[src/rtl/fifo_sync_fwft.sv]
// Single-clock FIFO with exact fill count, programmable almost flags, sticky error flags,
// synchronous flush and selectable standard or first-word-fall-through read.
module fifo_sync_fwft #(
  parameter int WIDTH     = 16,
  parameter int DEPTH     = 4,
  parameter int FWFT      = 0,
  parameter int AF_THRESH = 3,
  parameter int AE_THRESH = 1,
  localparam int ADDR     = $clog2(DEPTH)
) (
  input  logic             Clk,
  input  logic             Reset,
  input  logic             Flush,
  input  logic [WIDTH-1:0] Data,
  input  logic             WrEn,
  input  logic             RdEn,
  output logic [WIDTH-1:0] Q,
  output logic             Empty,
  output logic             Full,
  output logic             AlmostEmpty,
  output logic             AlmostFull,
  output logic [ADDR:0]    Count,
  output logic             Overflow,
  output logic             Underflow
);

  localparam logic [ADDR:0] DEPTH_C = (ADDR+1)'(DEPTH);
  localparam logic [ADDR:0] AF_T    = (ADDR+1)'(AF_THRESH);
  localparam logic [ADDR:0] AE_T    = (ADDR+1)'(AE_THRESH);
  localparam logic          AF_RST  = (AF_THRESH == 0);

  logic [WIDTH-1:0] mem [DEPTH];
  logic [ADDR:0]    wr_ptr, rd_ptr, cnt_nxt;
  logic             wr_acc, rd_acc, clr;

  assign clr     = Reset | Flush;
  assign wr_acc  = WrEn & ~Full;
  assign rd_acc  = RdEn & ~Empty;
  assign cnt_nxt = Count + {{ADDR{1'b0}}, wr_acc} - {{ADDR{1'b0}}, rd_acc};

  // Flags are registered from the next count so they are exact one cycle after each op.
  always_ff @(posedge Clk) begin
    if (clr) begin
      wr_ptr      <= '0;
      rd_ptr      <= '0;
      Count       <= '0;
      Empty       <= 1'b1;
      Full        <= 1'b0;
      AlmostEmpty <= 1'b1;
      AlmostFull  <= AF_RST;
      Overflow    <= 1'b0;
      Underflow   <= 1'b0;
    end else begin
      if (wr_acc) wr_ptr <= wr_ptr + 1'b1;
      if (rd_acc) rd_ptr <= rd_ptr + 1'b1;
      Count       <= cnt_nxt;
      Empty       <= (cnt_nxt == '0);
      Full        <= (cnt_nxt == DEPTH_C);
      AlmostEmpty <= (cnt_nxt <= AE_T);
      AlmostFull  <= (cnt_nxt >= AF_T);
      if (WrEn & Full)  Overflow  <= 1'b1;
      if (RdEn & Empty) Underflow <= 1'b1;
    end
  end

  // Storage is deliberately not cleared; stale words are unreachable once pointers reset.
  always_ff @(posedge Clk) begin
    if (!clr && wr_acc) mem[wr_ptr[ADDR-1:0]] <= Data;
  end

  generate
    if (FWFT != 0) begin : g_fwft
      assign Q = Empty ? '0 : mem[rd_ptr[ADDR-1:0]];
    end else begin : g_std
      logic [WIDTH-1:0] q_reg;
      always_ff @(posedge Clk) begin
        if (clr)         q_reg <= '0;
        else if (rd_acc) q_reg <= mem[rd_ptr[ADDR-1:0]];
      end
      assign Q = q_reg;
    end
  endgenerate

endmodule

[config.mk]
export PLATFORM = sky130hd
export DESIGN_NAME = fifo_sync_fwft
export DESIGN_NICKNAME = d
export VERILOG_FILES = /design/src/rtl/fifo_sync_fwft.sv
export SDC_FILE = /design/constraint.sdc
export NUM_CORES = 1
export LEC_CHECK = 0
export ABC_CLOCK_PERIOD_IN_PS = 7550
export CAP_MARGIN = 20
export CORE_UTILIZATION = 49
export DETAILED_ROUTE_END_ITERATION = 7
export PLACE_DENSITY = 0.78
export RECOVER_POWER = 50
export SLEW_MARGIN = 25
export SYNTH_ARGS = -nofsm -noshare
export SYNTH_HDL_FRONTEND = slang
export SYNTH_SLANG_ARGS = --single-unit
[constraint.sdc]
create_clock -name Clk -period 7.55 [get_ports Clk]
set_input_delay 2.265 -clock Clk [delete_from_list [all_inputs] [get_ports Clk]]
set_output_delay 2.265 -clock Clk [all_outputs]
set_load 0.05 [all_outputs]
# == After elaboration in Yosys (flattened, before gate mapping) ==
# Memory sizes are Yosys's and may differ from the RTL's. A register that Yosys moved wholly into a read port is not among the register bits.
# Index checks and enable logic that the tools add are counted.
# word_totals
regBits,15
mem_bits_rw,64
inputBits,21
out_inout_bits,25
elab_cells,29
memories,1
# classes
n_addsub,4
magnitude_cmp,2
n_eq_ne,1
muxes,2
bitwise,7
n_reduce_logical,3
# memory_table
name,depth,width,read_ports,rd_clocked_by_memory_dff,write_ports,line_no,source
mem,4,16,1,1,1,32,logic [WIDTH-1:0] mem [DEPTH];
# ops
op,count
3-bit by 1-bit adder with 3-bit output (second input constant),2
1-bit bitwise AND,4
3-bit by 1-bit adder with 3-bit output,1
3-bit equality test (second input constant),1
3-bit by 2-bit greater-or-equal comparator with 1-bit output (second input constant),1
3-bit by 1-bit less-or-equal comparator with 1-bit output (second input constant),1
3-bit zero test,1
3-bit by 1-bit subtractor with 3-bit output,1
1-bit 2-to-1 mux,2
1-bit inverter,2
1-bit logical AND,1
1-bit zero test,1
1-bit bitwise OR,1

# == Logic depth before layout (Yosys ltp) ==
# Gate-level depths: netlist (run 1).
# logic_depth
word_depth,5
ltp_mapped,12
depth_no_buf,10

# == Worst setup path before layout (run 1) ==
# OpenSTA, ideal clock, no wires.
# synth_timing
path_kind,input-to-reg
startpoint,input port RdEn
endpoint,register AlmostFull
setup_time_ns,0.114
arrival_time_ns,4.076
t_required_ns,7.436
path_slack_ns,3.360
cell_stages,12
path_buffers,2
cell_sequence,nand2b_1 > buf_2 > buf_4 > inv_1 > ha_1 > inv_1 > ha_1 > inv_1 > fa_1 > xnor3_1 > nor2_1 > a21o_1
# synth_between
elab_chain_len,3
# synth_lines
item,line_no,source
from (decl),16,"input logic RdEn,"
1-bit bitwise AND,38,assign rd_acc = RdEn & ~Empty;
named net rd_acc,34,"logic wr_acc, rd_acc, clr;"
3-bit by 1-bit subtractor with 3-bit output,39,"assign cnt_nxt = Count + {{ADDR{1'b0}}, wr_acc} - {{ADDR{1'b0}}, rd_acc};"
3-bit by 2-bit greater-or-equal comparator with 1-bit output,60,AlmostFull <= (cnt_nxt >= AF_T);
to (signal assigned),60,
to (decl),21,"output logic AlmostFull,"
# The timed path passes the listed nets, and every way through them passes these cells.
# A chain may end at the register's enable or synchronous reset.

# == Worst setup path after layout (run 1) ==
# layout_timing
startpoint,input port WrEn
endpoint,register AlmostFull
# layout_between
elab_chain_len,4
# layout_lines
item,line_no,source
from (decl),15,"input logic WrEn,"
1-bit bitwise AND,37,assign wr_acc = WrEn & ~Full;
3-bit by 1-bit adder with 3-bit output,39,
3-bit by 1-bit subtractor with 3-bit output,39,
3-bit by 2-bit greater-or-equal comparator with 1-bit output,60,
# Every way passes these cells.

==> results of run 1 <==
cell usage in the layout (no fill, tap or decap), types with 3 or more instances in the layout:
| cell type | Yosys | layout |
|---|---|---|
| a21oi_1 | 3 | 3 |
| and3_1 | 4 | 4 |
| edfxtp_1 | 64 | 64 |
| mux4_2 | 8 | 8 |
| mux2i_1 | 17 | 17 |
| dfxtp_1 | 29 | 28 |
| dlygate4sd3_1 | 0 | 22 |
| clkbuf_8 | 0 | 9 |
| ha_1 | 6 | 6 |
| inv_1 | 6 | 6 |
| clkdlybuf4s50_1 | 0 | 23 |
| nor2_1 | 26 | 26 |
| mux4_1 | 8 | 8 |
cell usage after synthesis (all sizes together):
master  number  area share [%]
a21o         1            0.22
a21oi        3            0.43
and2         1            0.18
and3         4            0.72
buf          6             1.5
clkbuf       4            0.43
dfxtp       29              17
edfxtp      64              55
fa           1            0.57
ha           6             2.2
inv          6            0.65
mux2i       17             4.9
mux4        16              11
nand2b       2            0.36
nand3b       1            0.22
nor2        26             2.8
nor2b        1            0.18
nor3         1            0.14
or2          1            0.18
xnor2        1            0.25
xnor3        1            0.65
xor2         2            0.50
cells by family (layout without fill, tap and decap cells):
logic type      count (synthesis)  count (layout)  share of synthesized area (%)
flops                          93              93                           71.8
xor+xnor                        4               4                           1.40
fa+ha+maj                       7               7                           2.73
simple gates                   37              37                           4.77
buf+inv                        16              68                           2.62
mux                            33              33                           16.1
compound gates                  4               4                          0.646
power groups by stage:
stage | registers (mW) | clock network (mW) | logic, mW
after floorplan | 0.583 | 0 | 0.0314
after global placement | 0.570 | 0 | 0.0714
after detailed placement | 0.570 | 0 | 0.0728
after CTS | 0.558 | 0.330 | 0.0732
after global routing | 0.559 | 0.348 | 0.0758
final | 0.558 | 0.322 | 0.0702
layout make-up:
type	instances	area (µm²)	share of cell area, %
inverters	6	22.5	0.537
clock buffers	9	124	2.95
flip-flops and latches	93	2500	59.7
well taps	96	120	2.86
repair buffers	46	458	10.9
clock inverters	7	73.8	1.76
multi-input cells	85	893	21.3
how the worst max path moves through the flow:
stage	from	to	slack (ps)
2_1_floorplan	RdEn	AlmostFull$_SDFF_PP0_	3360
3_3_place_gp	WrEn	AlmostFull$_SDFF_PP0_	2880
3_5_place_dp	WrEn	Empty$_SDFF_PP1_	2770
4_1_cts	WrEn	AlmostFull$_SDFF_PP0_	3150
5_1_grt	WrEn	AlmostFull$_SDFF_PP0_	2990
6_report	WrEn	AlmostFull$_SDFF_PP0_	3110
through the flow:
step / hold slack (ps) / instances / util [%]
after global placement: 449 / 326 / 58.5
after global routing: 531 / 342 / 61.4
after CTS: 484 / 342 / 61.4
after floorplan: 514 / 194 / -
final: 473 / 342 / 61.4
after detailed placement: 463 / 326 / 58.5
flip-flops by register name (all words and copies together), names as in the netlist:
| register | cells |
|---|---|
| AlmostEmpty | 1 |
| Full | 1 |
| Count | 3 |
| rd_ptr | 2 |
| Empty | 1 |
| AlmostFull | 1 |
| wr_ptr | 2 |
| Q | 16 |
| Overflow | 1 |
| mem | 64 |
| Underflow | 1 |
per-layer routing:
layer,GRT usage [%],share of wire [%],vias up
li1,-,-,819
met1,18.9,44,851
met2,29.0,51,44
met3,5.81,4.3,6
met4,5.91,1.4,0
met5,0,0,-
critical path: stages:
cell             delay [ps]
clkdlybuf4s50_1         470
nor2b_1                 390
inv_1                    90
ha_1                    300
inv_1                    60
ha_1                    130
inv_1                    50
fa_1                    370
xnor3_1                 260
nor2_1                   90
a21o_1                  240
==> out/results.tsv, run 1 <==
metric	value	unit
status	finished with violations	
violations	max-capacitance violations, max-slew violations	
layout.nets	269	
syn_inst	194	
grt_antenna_before_repair	0	
slew_violations	26	
finalClockSkew	6.06	ps
ff2ff_setup_slack	5180	ps
core_area	6830	µm²
rsz0062_at_grt	false	
die_w	86.4	µm
worst-setup-path-type	in -> reg	
ios	46	
grt_first_pass_wirelength	8580	µm
grt_start_max_net_pins	26	
num_rows	30	
worstRegToRegCells	10	
r2r-end	AlmostFull$_SDFF_PP0_	
cp-start-kind	primary input	
clkPwrFrac	33.9	%
cap_violations	1	
via_per_inst	5.03	
fin_crit_sh	58.8	%
ant_nets	0	
final.fill_count	521	
power_density	227	nW/µm²
postSynthAreaPerCell	18.0	µm²
antennaDiodeCount	0	
die_height	86.4	µm
firstDrtPassIters	4	
clock-sinks	93	
ys_types	26	
whs_path_depth	2	
drc	0	
clkTransAtPathRegs	80	ps
slew_headroom	-3.23	%
clockBufferDepth	2	
dieArea	7460	µm²
fin_ws	3110	ps
cp-end-kind	register	
hold_viol	0	
switching_share	22.4	%
crit_required	7810	ps
ctsHoldBuffers	0	
period_minus_slack	4440	ps
grt_usage	16.6	%
post_cts_buffers	0	
timing.rr.start	Full$_SDFF_PP0_	
total_power	0.951	mW
start_util	51.0	%
min-delay-start	Overflow$_SDFFE_PP0P_	
placed_cell_area	4000	µm²
syn_nets	222	
p_switching	0.213	mW
syn_area	3490	µm²
ys_ff_latch	93	
routedWlPerCell	16.2	µm
setup_viol	0	
stdcell_area	4200	µm²
p_leak	1.53	nW
drive_gt1_share	10.6	%
arrival	4700	ps
insertion_delay	350	ps
hold_path_class	reg -> reg	
power.internal	0.737	mW
cts_resized	0	
drt-initial-drc-count	72	
fin_tns_setup	0	ps
synthToLayoutAreaGrowth	20.3	%
ir_drop	0.000150	V
grt_pass1_vias	1658	
gp_congestion	0.749	
seq_power_share	58.7	%
vias	1720	
timing_worst_slew_pin_value	1550	ps
cts_made_buffers	9	
fmax	0.225	GHz
dp_hpwl	3480	µm
h-tree-depth	3	
yosys_warnings	0	
totalWireLength	5530	µm
yosysSeqAreaShare	71.8	%
whs_endpoint	Overflow$_SDFFE_PP0P_	
dpl_worst_slack	2770	ps
cts_root_buf	clkbuf_8	
cts_tree	yes	
grt_overflow	0	
comb_power_share	7.4	%
port_buffers	45	
cp_max_fo	7	
Power figures use the tool's default switching activity.
==> run 2: changes to the inputs <==
Settings changed: ABC_CLOCK_PERIOD_IN_PS 7550 to 3600, PLACE_DENSITY 0.78 to 0.81.
Clock period 7.55 ns to 3.6 ns, I/O delays scaled along.
==> out/results.tsv, run 2 (synthesized netlist as in run 1, its figures left out) <==
metric	value	unit	change
status	finished with violations		
violations	max-capacitance violations, max-slew violations		
p_leak	1.54	nW	+0.93%
ir_drop	0.000306	V	+100%
power_density	476	nW/µm²	+110%
largest_register_ffs	64		unchanged
final.fill_count	524		+0.58%
synthToLayoutAreaGrowth	21.7	%	
via_per_inst	4.96		-1.3%
cap_violations	1		unchanged
hold_viol	0		unchanged
whs_endpoint	Overflow$_SDFFE_PP0P_		
min-delay-start	Overflow$_SDFFE_PP0P_		
h-tree-depth	3		unchanged
fin_crit_sh	83.2	%	
dp_hpwl	3430	µm	-1.4%
grt_usage	16.4	%	-0.20 points
routedWlPerCell	15.5	µm	-3.8%
dieArea	7460	µm²	unchanged
cts_root_buf	clkbuf_8		
finalClockSkew	9.40	ps	+3.34 ps
core_area	6830	µm²	unchanged
period_minus_slack	3000	ps	
drive_gt1_share	11.9	%	+1.3 points
layout.nets	275		+2.2%
gp_congestion	0.674		-10%
final_cell_mix	64 x edfxtp_1, 29 x dfxtp_1, 28 x clkdlybuf4s50_1		
setup_viol	0		unchanged
ctsHoldBuffers	0		unchanged
worstRegToRegCells	10		unchanged
die_height	86.4	µm	unchanged
cp-start-kind	primary input		
cts_tree	yes		
fin_tns_setup	0	ps	unchanged
arrival	3240	ps	-1460 ps
final_common_cell	edfxtp_1		
whs_path_depth	2		unchanged
final_cells	349		+2.0%
rsz0062_at_grt	false		
hold-worst-slack	477	ps	+4.16 ps
totalWireLength	5420	µm	-1.8%
slew_headroom	-2.36	%	+0.87 points
dp.cells	332		+1.8%
post_cts_buffers	0		unchanged
fmax	0.334	GHz	
grt_antenna_before_repair	1		+1
clockBufferDepth	2		unchanged
slew_violations	26		unchanged
worst-setup-path-type	in -> reg		
port_buffers	45		unchanged
cts_resized	0		unchanged
clkTransAtPathRegs	90	ps	about the same
ant_nets	0		unchanged
timing_worst_slew_pin_value	1540	ps	-13.1 ps
num_rows	30		unchanged
grt_start_max_net_pins	26		unchanged
grt_overflow	0		unchanged
grt_pass1_vias	1874		+13%
cp-end-kind	register		
timing.rr.start	Full$_SDFF_PP0_		
grt_first_pass_wirelength	8820	µm	+2.8%
fin_util	62.1	%	+0.73 points
crit_required	3850	ps	-3960 ps
cp_max_fo	25		+18
vias	1732		+0.70%
ff2ff_setup_slack	1500	ps	-3680 ps
drt-initial-drc-count	62		-14%
hold_path_class	reg -> reg		
die_w	86.4	µm	unchanged
cts_made_buffers	9		unchanged
r2r-end	AlmostFull$_SDFF_PP0_		
firstDrtPassIters	4		unchanged
clock-sinks	93		unchanged
insertion_delay	350	ps	about the same
drc	0		unchanged
start_util	51.0	%	unchanged
ios	46		unchanged
-- run 2: worst max path at each step --
stage	endpoint	cells past startpoint	start	slack [ps]
6_report	AlmostFull$_SDFF_PP0_	4	Flush	600
5_1_grt	AlmostFull$_SDFF_PP0_	4	Flush	390
4_1_cts	Empty$_SDFF_PP1_	11	WrEn	660
3_5_place_dp	Empty$_SDFF_PP1_	11	WrEn	280
3_3_place_gp	AlmostFull$_SDFF_PP0_	11	WrEn	380
2_1_floorplan	AlmostFull$_SDFF_PP0_	12	RdEn	600
-- run 2: report_power, final --
part	switching [mW]	internal (mW)	total, mW
logic	0.0842	0.0675	0.152
clock network	0.368	0.330	0.698
registers	0.0109	1.16	1.17
total	0.463	1.56	2.02
-- run 2: worst max-delay path: stages --
cell and delay (ps):
dlygate4sd3_1 540, or2_0 1130, nor2_1 250, a21o_1 230
-- run 2: final cells by class --
class	instances	area [µm²]	area share [%]
Antenna cell	1	2.50	0.0589
Clock buffer	9	124	2.92
Clock inverter	7	81.3	1.92
Inverter	6	22.5	0.531
Multi-Input combinational cell	85	893	21.0
Sequential cell	93	2500	58.9
Tap cell	96	120	2.83
Timing Repair Buffer	52	499	11.8
-- run 2: metal layers --
metal	vias to the layer above	global-route usage (%)	wire length (µm)
met5	-	0	0
met3	7	4.00	235
met4	0	7.27	72
met1	850	19.1	2330
met2	40	28.8	2790
li1	835	-	-
-- run 2: through the flow --
step	setup slack (ps)	total power, mW	area [µm²]
after floorplan	595	1.29	3490
after global placement	377	1.35	4040
after detailed placement	282	1.35	4040
after CTS	663	2.04	4250
after global routing	386	2.09	4250
final	604	2.02	4250
==> run 3: changes to the inputs <==
Settings changed: ABC_CLOCK_PERIOD_IN_PS 3600 to 2800, PLACE_DENSITY 0.81 to 0.78.
Clock period 3.6 ns to 2.8 ns, I/O delays scaled along.
==> out/results.tsv, run 3 (synthesized netlist as in run 1, its figures left out) <==
metric	value	unit	change
routedWlPerCell	15.9	µm	+2.3%
dp_hpwl	3560	µm	+3.9%
ios	46		unchanged
cts_made_buffers	9		unchanged
stdcell_area	4270	µm²	+0.59%
cp-startpoint	WrEn		
drive_gt1_share	13.3	%	+1.4 points
cp_max_fo	4		-84%
fin_crit_sh	95.0	%	
grt_overflow	0		unchanged
fmax	0.376	GHz	
antennaDiodeCount	0		-1
r2r-end	AlmostFull$_SDFF_PP0_		
die_w	86.4	µm	unchanged
clkTransAtPathRegs	90	ps	about the same
hold_viol	0		unchanged
p_leak	1.57	nW	+1.6%
slew_violations	0		-100%
grt_usage	16.9	%	+0.51 points
rsz0062_at_grt	false		
timing_worst_slew_pin_value	959	ps	-576 ps
final_common_cell	edfxtp_1		
layout.nets	279		+1.5%
final_cell_mix	64 x edfxtp_1, 29 x dfxtp_1, 28 x clkdlybuf4s50_1		
arrival	2930	ps	-310 ps
seq_power_share	58.0	%	about the same
grt_start_max_net_pins	26		unchanged
worst-setup-path-type	in -> reg		
status	complete, no violations		
timing.rr.start	Empty$_SDFF_PP1_		
fin_ws	139	ps	-465 ps
power.internal	2.00	mW	+28%
dieArea	7460	µm²	unchanged
cap_violations	0		-1
worstRegToRegCells	10		unchanged
grt_pass1_vias	1746		-6.8%
clockBufferDepth	2		unchanged
clock-sinks	93		unchanged
worstSetupEndpoint	AlmostFull$_SDFF_PP0_		
drc	0		unchanged
ant_nets	0		unchanged
power_density	607	nW/µm²	+28%
cp-start-kind	primary input		
whs_path_depth	2		unchanged
ff2ff_setup_slack	740	ps	-760 ps
p_switching	0.592	mW	+28%
h-tree-depth	3		unchanged
totalWireLength	5600	µm	+3.2%
switching_share	22.9	%	-0.079 points
final.fill_count	514		-1.9%
cp-end-kind	register		
comb_power_share	7.7	%	+0.2 points
dpl_worst_slack	-292	ps	-575 ps
setup_viol	0		unchanged
gp_congestion	0.713		+5.9%
period_minus_slack	2660	ps	
placed_cell_area	4070	µm²	+0.74%
slew_headroom	36.0	%	+38 points
clkPwrFrac	34.3	%	-0.3 points
via_per_inst	5.02		+1.2%
ctsHoldBuffers	0		unchanged
vias	1768		+2.1%
fin_tns_setup	0	ps	unchanged
cts_resized	0		unchanged
cts_tree	yes		
synthToLayoutAreaGrowth	22.5	%	
post_cts_buffers	0		unchanged
crit_required	3060	ps	-790 ps
insertion_delay	370	ps	+20 ps
start_util	51.0	%	unchanged
die_height	86.4	µm	unchanged
ir_drop	0.000431	V	+41%
largest_register_ffs	64		unchanged
num_rows	30		unchanged
hold_path_class	reg -> reg		
grt_first_pass_wirelength	8850	µm	+0.39%
core_area	6830	µm²	unchanged
drt-initial-drc-count	55		-11%
finalClockSkew	11.1	ps	+1.74 ps
grt_antenna_before_repair	0		-1
cts_root_buf	clkbuf_8		
port_buffers	45		unchanged
firstDrtPassIters	6		+2
-- run 3: worst min path at each step --
| stage | start | endpoint | slack [ps] |
|---|---|---|---|
| floorplan | wr_ptr[1]$_SDFFE_PP0P_ | wr_ptr[1]$_SDFFE_PP0P_ | 510 |
| global placement | Overflow$_SDFFE_PP0P_ | Overflow$_SDFFE_PP0P_ | 450 |
| detailed placement | Underflow$_SDFFE_PP0P_ | Underflow$_SDFFE_PP0P_ | 460 |
| CTS | Overflow$_SDFFE_PP0P_ | Overflow$_SDFFE_PP0P_ | 480 |
| global route | Overflow$_SDFFE_PP0P_ | Overflow$_SDFFE_PP0P_ | 500 |
| finish | Overflow$_SDFFE_PP0P_ | Overflow$_SDFFE_PP0P_ | 480 |
-- run 3: power groups by stage --
stage | registers (mW) | clock network [mW] | logic, mW
2_1_floorplan | 1.57 | 0 | 0.0847
4_1_cts | 1.50 | 0.909 | 0.206
6_report | 1.50 | 0.888 | 0.199
5_1_grt | 1.51 | 0.975 | 0.215
3_3_place_gp | 1.53 | 0 | 0.201
3_5_place_dp | 1.53 | 0 | 0.205
-- run 3: through the flow --
stage	total power, mW	utilization [%]	hold WS [ps]	instances
after floorplan	1.66	-	514	194
after global placement	1.73	59.6	453	336
after detailed placement	1.74	59.6	461	336
after CTS	2.62	62.5	483	352
after global routing	2.70	62.5	501	352
final	2.59	62.5	477	352
-- run 3: critical path, stage by stage --
cell and delay [ps]:
clkdlybuf4s50_1 470, nor2b_2 170, inv_1 50, ha_1 280, inv_1 50, ha_1 130
inv_1 50, fa_1 370, xnor3_1 260, nor2_2 60, a21o_1 200
-- run 3: cell type report --
cell class / count / area [µm²] / share of cell area [%]
multi-input combinational: 85 / 898 / 21.0
clock inverter: 6 / 70.1 / 1.64
timing repair buffer: 56 / 529 / 12.4
clock buffer: 10 / 128 / 2.99
inverter: 6 / 22.5 / 0.527
tap: 96 / 120 / 2.81
sequential: 93 / 2500 / 58.6
-- run 3: per-layer routing --
metal  vias up  share of wire (%)  global-route usage [%]
li1        841                  -                       -
met1       877                 43                    21.0
met2        37                 50                    26.8
met3        13                4.3                    5.43
met4         0                2.3                    8.64
met5         -                  0                       0
==> RTL change 1: new RTL, flow settings as in run 2 <==
`FWFT`: 0 -> 1.
--- a/src/rtl/fifo_sync_fwft.sv
+++ b/src/rtl/fifo_sync_fwft.sv
@@ -3,7 +3,7 @@
 module fifo_sync_fwft #(
   parameter int WIDTH     = 16,
   parameter int DEPTH     = 4,
-  parameter int FWFT      = 0,
+  parameter int FWFT      = 1,
   parameter int AF_THRESH = 3,
   parameter int AE_THRESH = 1,
   localparam int ADDR     = $clog2(DEPTH)
Formal check against the unedited RTL: not equivalent (Yosys sat finds a counterexample within 4 cycles, from zero or initial values).
==> RTL change 1 against run 2 <==
Sequential cell count fell by 14. Sequential share of layout area fell by 0.77 points. Largest cell class unchanged. Final area fell by 10%. Area after synthesis fell by 11%. Final cell count fell by 15%. Synthesized cell count fell by 17%. Routed wire length fell by 11%. Total power fell by 7.1%. Setup slack improved by 0.033 ns.
==> RTL change 1: results (changes against run 2) <==
Critical path
  – Critical path arrival: 3.22 ns (-0.02 ns)
  – Reg2reg path depth: 9 (-1)
  – CP peak stage delay: 0.47 ns (-0.66 ns)
  – CP max FO: 4 (-84%)
  – Max stage delay cell, worst path: clkdlybuf4s50_1
  – Critical R2R Launch: Empty
  – Register-to-Register Setup Slack: 1.52 ns (+0.02 ns)

Detailed routing
  – Routed wl met3: 246 µm (+4.7%)
  – DR WL/cell: 16.15 µm (+3.9%)
  – Met2 wire length: 2387 µm (-14%)
  – Avg Vias per Cell: 5.191 (+4.6%)
  – Wl on met1: 2067 µm (-11%)

Run status
  – Status: finished, final reports clean

Global routing
  – Vias in the first global route: 1571 (-16%)
  – GR Layer Usage met3: 4.111% (+0.11 points)
  – Met1 usage: 20.15% (+1.0 points)
  – First-pass GRT wire length: 7576 µm (-14%)
  – GRT met2 Usage: 27.02% (-1.8 points)
  – Largest net degree at the start of global routing: 17 (-35%)

Layout
  – Share of layout cells above drive strength 1: 29.60% (+18 points)
  – ANT cells: 0 (-1)
  – Final nets: 246 (-11%)
  – Fillers: 453 (-14%)

Timing
  – Slew Limit Headroom: 32.47% (+35 points)
  – Setup skew after layout: 0.009923 ns (+0.0005262 ns)

Placed design
  – DP Wirelength: 3104 µm (-9.5%)
  – Routability cong.: 0.6502 (-3.5%)

Power and ir drop
  – Leak: 1.337 nW (-13%)
  – Peak VDD IR: 0.3049 mV (-0.47%)

Yosys
  – Yosys cell types: 27 (+3.8%)
  – Post-synthesis sequential area ratio: 71.24% (-0.52 points)
  – Mapped Nets: 189 (-15%)
  – Synth top area cells: edfxtp_1 62%, mux4_2 12%, dfxtp_1 9.6%
  – Post-synth top cells: 64 x edfxtp_1, 16 x mux4_2, 15 x dfxtp_1
[RTL change 1: metrics by stage]
step / util [%] / hold WS [ns] / setup WS, ns / cells / cell area [µm²]
2_1_floorplan: - / 0.4847 / 0.7080 / 161 / 3119
3_3_place_gp: 60.15 / 0.4571 / 0.3278 / 282 / 3625
3_5_place_dp: 60.15 / 0.4651 / 0.2867 / 282 / 3625
4_1_cts: 63.52 / 0.4892 / 0.6066 / 298 / 3827
5_1_grt: 63.39 / 0.5262 / 0.4646 / 298 / 3820
6_report: 63.39 / 0.4864 / 0.6372 / 298 / 3820
[RTL change 1: cells by family after synthesis]
family | count (synthesis) | synth area share, %
and+or+nand+nor | 38 | 9.146
AOI/OAI and AO/OA | 4 | 0.7220
buffers and inverters | 12 | 2.407
adders and majority gates | 7 | 3.048
xor gates and xnor gates | 4 | 1.564
DFF | 79 | 71.24
muxes | 17 | 11.87
[RTL change 1: worst max-delay path: cells and delay by family]
kind                       cells  cell delay (ns)
adders and majority gates      3             0.82
buffers and inverters          4             0.63
and+or+nand+nor                2             0.27
xor gates and xnor gates       1             0.23
AOI/OAI and AO/OA              1             0.19
[RTL change 1: report_power, final]
part	total (W)	leakage, nW	switching [W]	internal [W]
sequential	0.00101	0.700	0.00000828	0.00100
clock	0.000653	0.0925	0.000327	0.000326
combinational	0.000214	0.545	0.000132	0.0000821
total	0.00188	1.34	0.000468	0.00141
[RTL change 1: final cells by class]
class	instances	area, µm²	area share [%]
flip-flops and latches	79	2222	58.17
clock buffers	9	123.9	3.243
well taps	75	93.84	2.457
repair buffers	53	460.4	12.05
inverters	5	18.77	0.4913
multi-input cells	70	822.0	21.52
clock inverters	7	78.83	2.064
==> RTL change 2: new RTL, config.mk and constraints of run 2 <==
Without the edit above. Register the output `Underflow` once more, without a reset; this adds one clock of latency there. The other outputs are not delayed to match.
--- a/src/rtl/fifo_sync_fwft.sv
+++ b/src/rtl/fifo_sync_fwft.sv
@@ -29,6 +29,8 @@
   localparam logic [ADDR:0] AE_T    = (ADDR+1)'(AE_THRESH);
   localparam logic          AF_RST  = (AF_THRESH == 0);
 
+  logic Underflow_s0;
+
   logic [WIDTH-1:0] mem [DEPTH];
   logic [ADDR:0]    wr_ptr, rd_ptr, cnt_nxt;
   logic             wr_acc, rd_acc, clr;
@@ -49,7 +51,7 @@
       AlmostEmpty <= 1'b1;
       AlmostFull  <= AF_RST;
       Overflow    <= 1'b0;
-      Underflow   <= 1'b0;
+      Underflow_s0 <= 1'b0;
     end else begin
       if (wr_acc) wr_ptr <= wr_ptr + 1'b1;
       if (rd_acc) rd_ptr <= rd_ptr + 1'b1;
@@ -59,7 +61,7 @@
       AlmostEmpty <= (cnt_nxt <= AE_T);
       AlmostFull  <= (cnt_nxt >= AF_T);
       if (WrEn & Full)  Overflow  <= 1'b1;
-      if (RdEn & Empty) Underflow <= 1'b1;
+      if (RdEn & Empty) Underflow_s0 <= 1'b1;
     end
   end
 
@@ -81,5 +83,9 @@
     end
   endgenerate
 
+  always_ff @(posedge Clk) begin
+    Underflow <= Underflow_s0;
+  end
+
 endmodule
 
Formal check against the unedited RTL: not equivalent (Yosys sat finds a counterexample within 4 cycles, from zero or initial values).
==> RTL change 2 against run 2 <==
Total power about the same. Setup slack worse by 0.038 ns. The flow still finishes with violations (max-capacitance violations, max-slew violations). Final area up 0.24%. Register-to-register slack worse by 0.03 ns. Critical path type unchanged. Routed wire length up 5.1%. Global-route usage up 0.84 points. Synthesized cell count up 0.52%. Non-clock buffer count unchanged. Core utilization down 0.19 points. Sequential cell count up 1. Area after synthesis up 0.57%.
==> RTL change 2: results (changes against run 2) <==
Placed design
  – Placed inst area: 4061 µm² (+0.50%)
  – Dpl cells: 333 (+0.30%)
  – Post-Place Setup Slack: 0.2639 ns (-0.01852 ns)
  – DP Wirelength: 3588 µm (+4.6%)
  – Routability cong.: 0.7420 (+10%)

Power and ir drop
  – Seq pwr share: 58.5% (+0.6 points)
  – Peak VDD IR: 0.3076 mV (+0.42%)
  – Leak: 1.560 nW (+1.0%)
  – Int Pwr: 0.001575 W (+1.2%)
  – Clock group share of total power: 33.9% (-0.7 points)

Layout
  – Final nets: 276 (+0.36%)
  – Seq/total area: 59.28% (+0.33 points)
  – Area Overhead vs Synth: 21.33%
  – Final non-clock buffer share: 11.73% (-0.028 points)
  – Final-layout clock-cell area share: 4.646% (-0.19 points)
  – Fillers: 490 (-6.5%)
  – ANT cells: 0 (-1)
  – Total of clock buffers placed in the layout: 10 (+1)
  – Share of layout cells above drive strength 1: 11.07% (-0.84 points)

Global routing
  – Tot GR Track Use: 17.22% (+0.84 points)
  – First-pass GRT wire length: 8997 µm (+2.0%)
  – GRT met2 Usage: 27.56% (-1.2 points)
  – Vias in the first global route: 1772 (-5.4%)
  – Initial antenna violation count: 0 (-1)

Critical path
  – Register-to-Register Setup Slack: 1.47 ns (-0.03 ns)
  – Critical R2R Launch: Empty

Timing
  – Fin. max-slew vios: 26 (unchanged)
  – Worst hold slack: 0.3586 ns (-0.1182 ns)
  – Setup skew after layout: 0.007826 ns (-0.001571 ns)

Run status
  – Failing checks: max-capacitance violations, max-slew violations
  – Status: complete, but fails checks

Yosys
  – Avg Inst Size Synth: 17.99 µm² (about the same)
  – Post-synthesis sequential area ratio: 71.92% (+0.16 points)
  – Yosys reg bits: 94 (+1.1%)

Detailed routing
  – DR WL/cell: 16.33 µm (+5.1%)
  – Avg Vias per Cell: 5.006 (+0.87%)

Die
  – Placeable Area: 6869 µm² (+0.55%)

Run
  – MaxCap Viol Count: 1 (unchanged)

Min path
  – Worst Hold Launch: Underflow_s0
[RTL change 2: worst max path at each step]
stage	from	endpoint	slack [ns]	cells after the start
after global placement	WrEn	AlmostFull	0.38	11
final	Flush	AlmostFull	0.57	4
after global routing	Flush	AlmostFull	0.34	4
after floorplan	RdEn	AlmostFull	0.60	12
after detailed placement	WrEn	Empty	0.26	11
after CTS	WrEn	Empty	0.65	11
[RTL change 2: layer usage]
layer	vias up	routed length [µm]
li1	836	-
met1	858	2568
met2	45	2823
met3	8	219
met4	0	87
met5	-	0
[RTL change 2: cells by family after synthesis]
logic type	Yosys count	synth area share (%)
AND/OR/NAND/NOR	37	4.745
AO/OA/AOI/OAI	4	0.6421
flip-flops	94	71.92
XOR/XNOR	4	1.391
multiplexers	33	15.98
adder cells (fa/ha/maj)	7	2.711
buffers and inverters	16	2.604
[RTL change 2: critical path: stages]
cell           delay [ns]
dlygate4sd3_1        0.54
or2_0                1.15
nor2_1               0.27
a21o_1               0.24
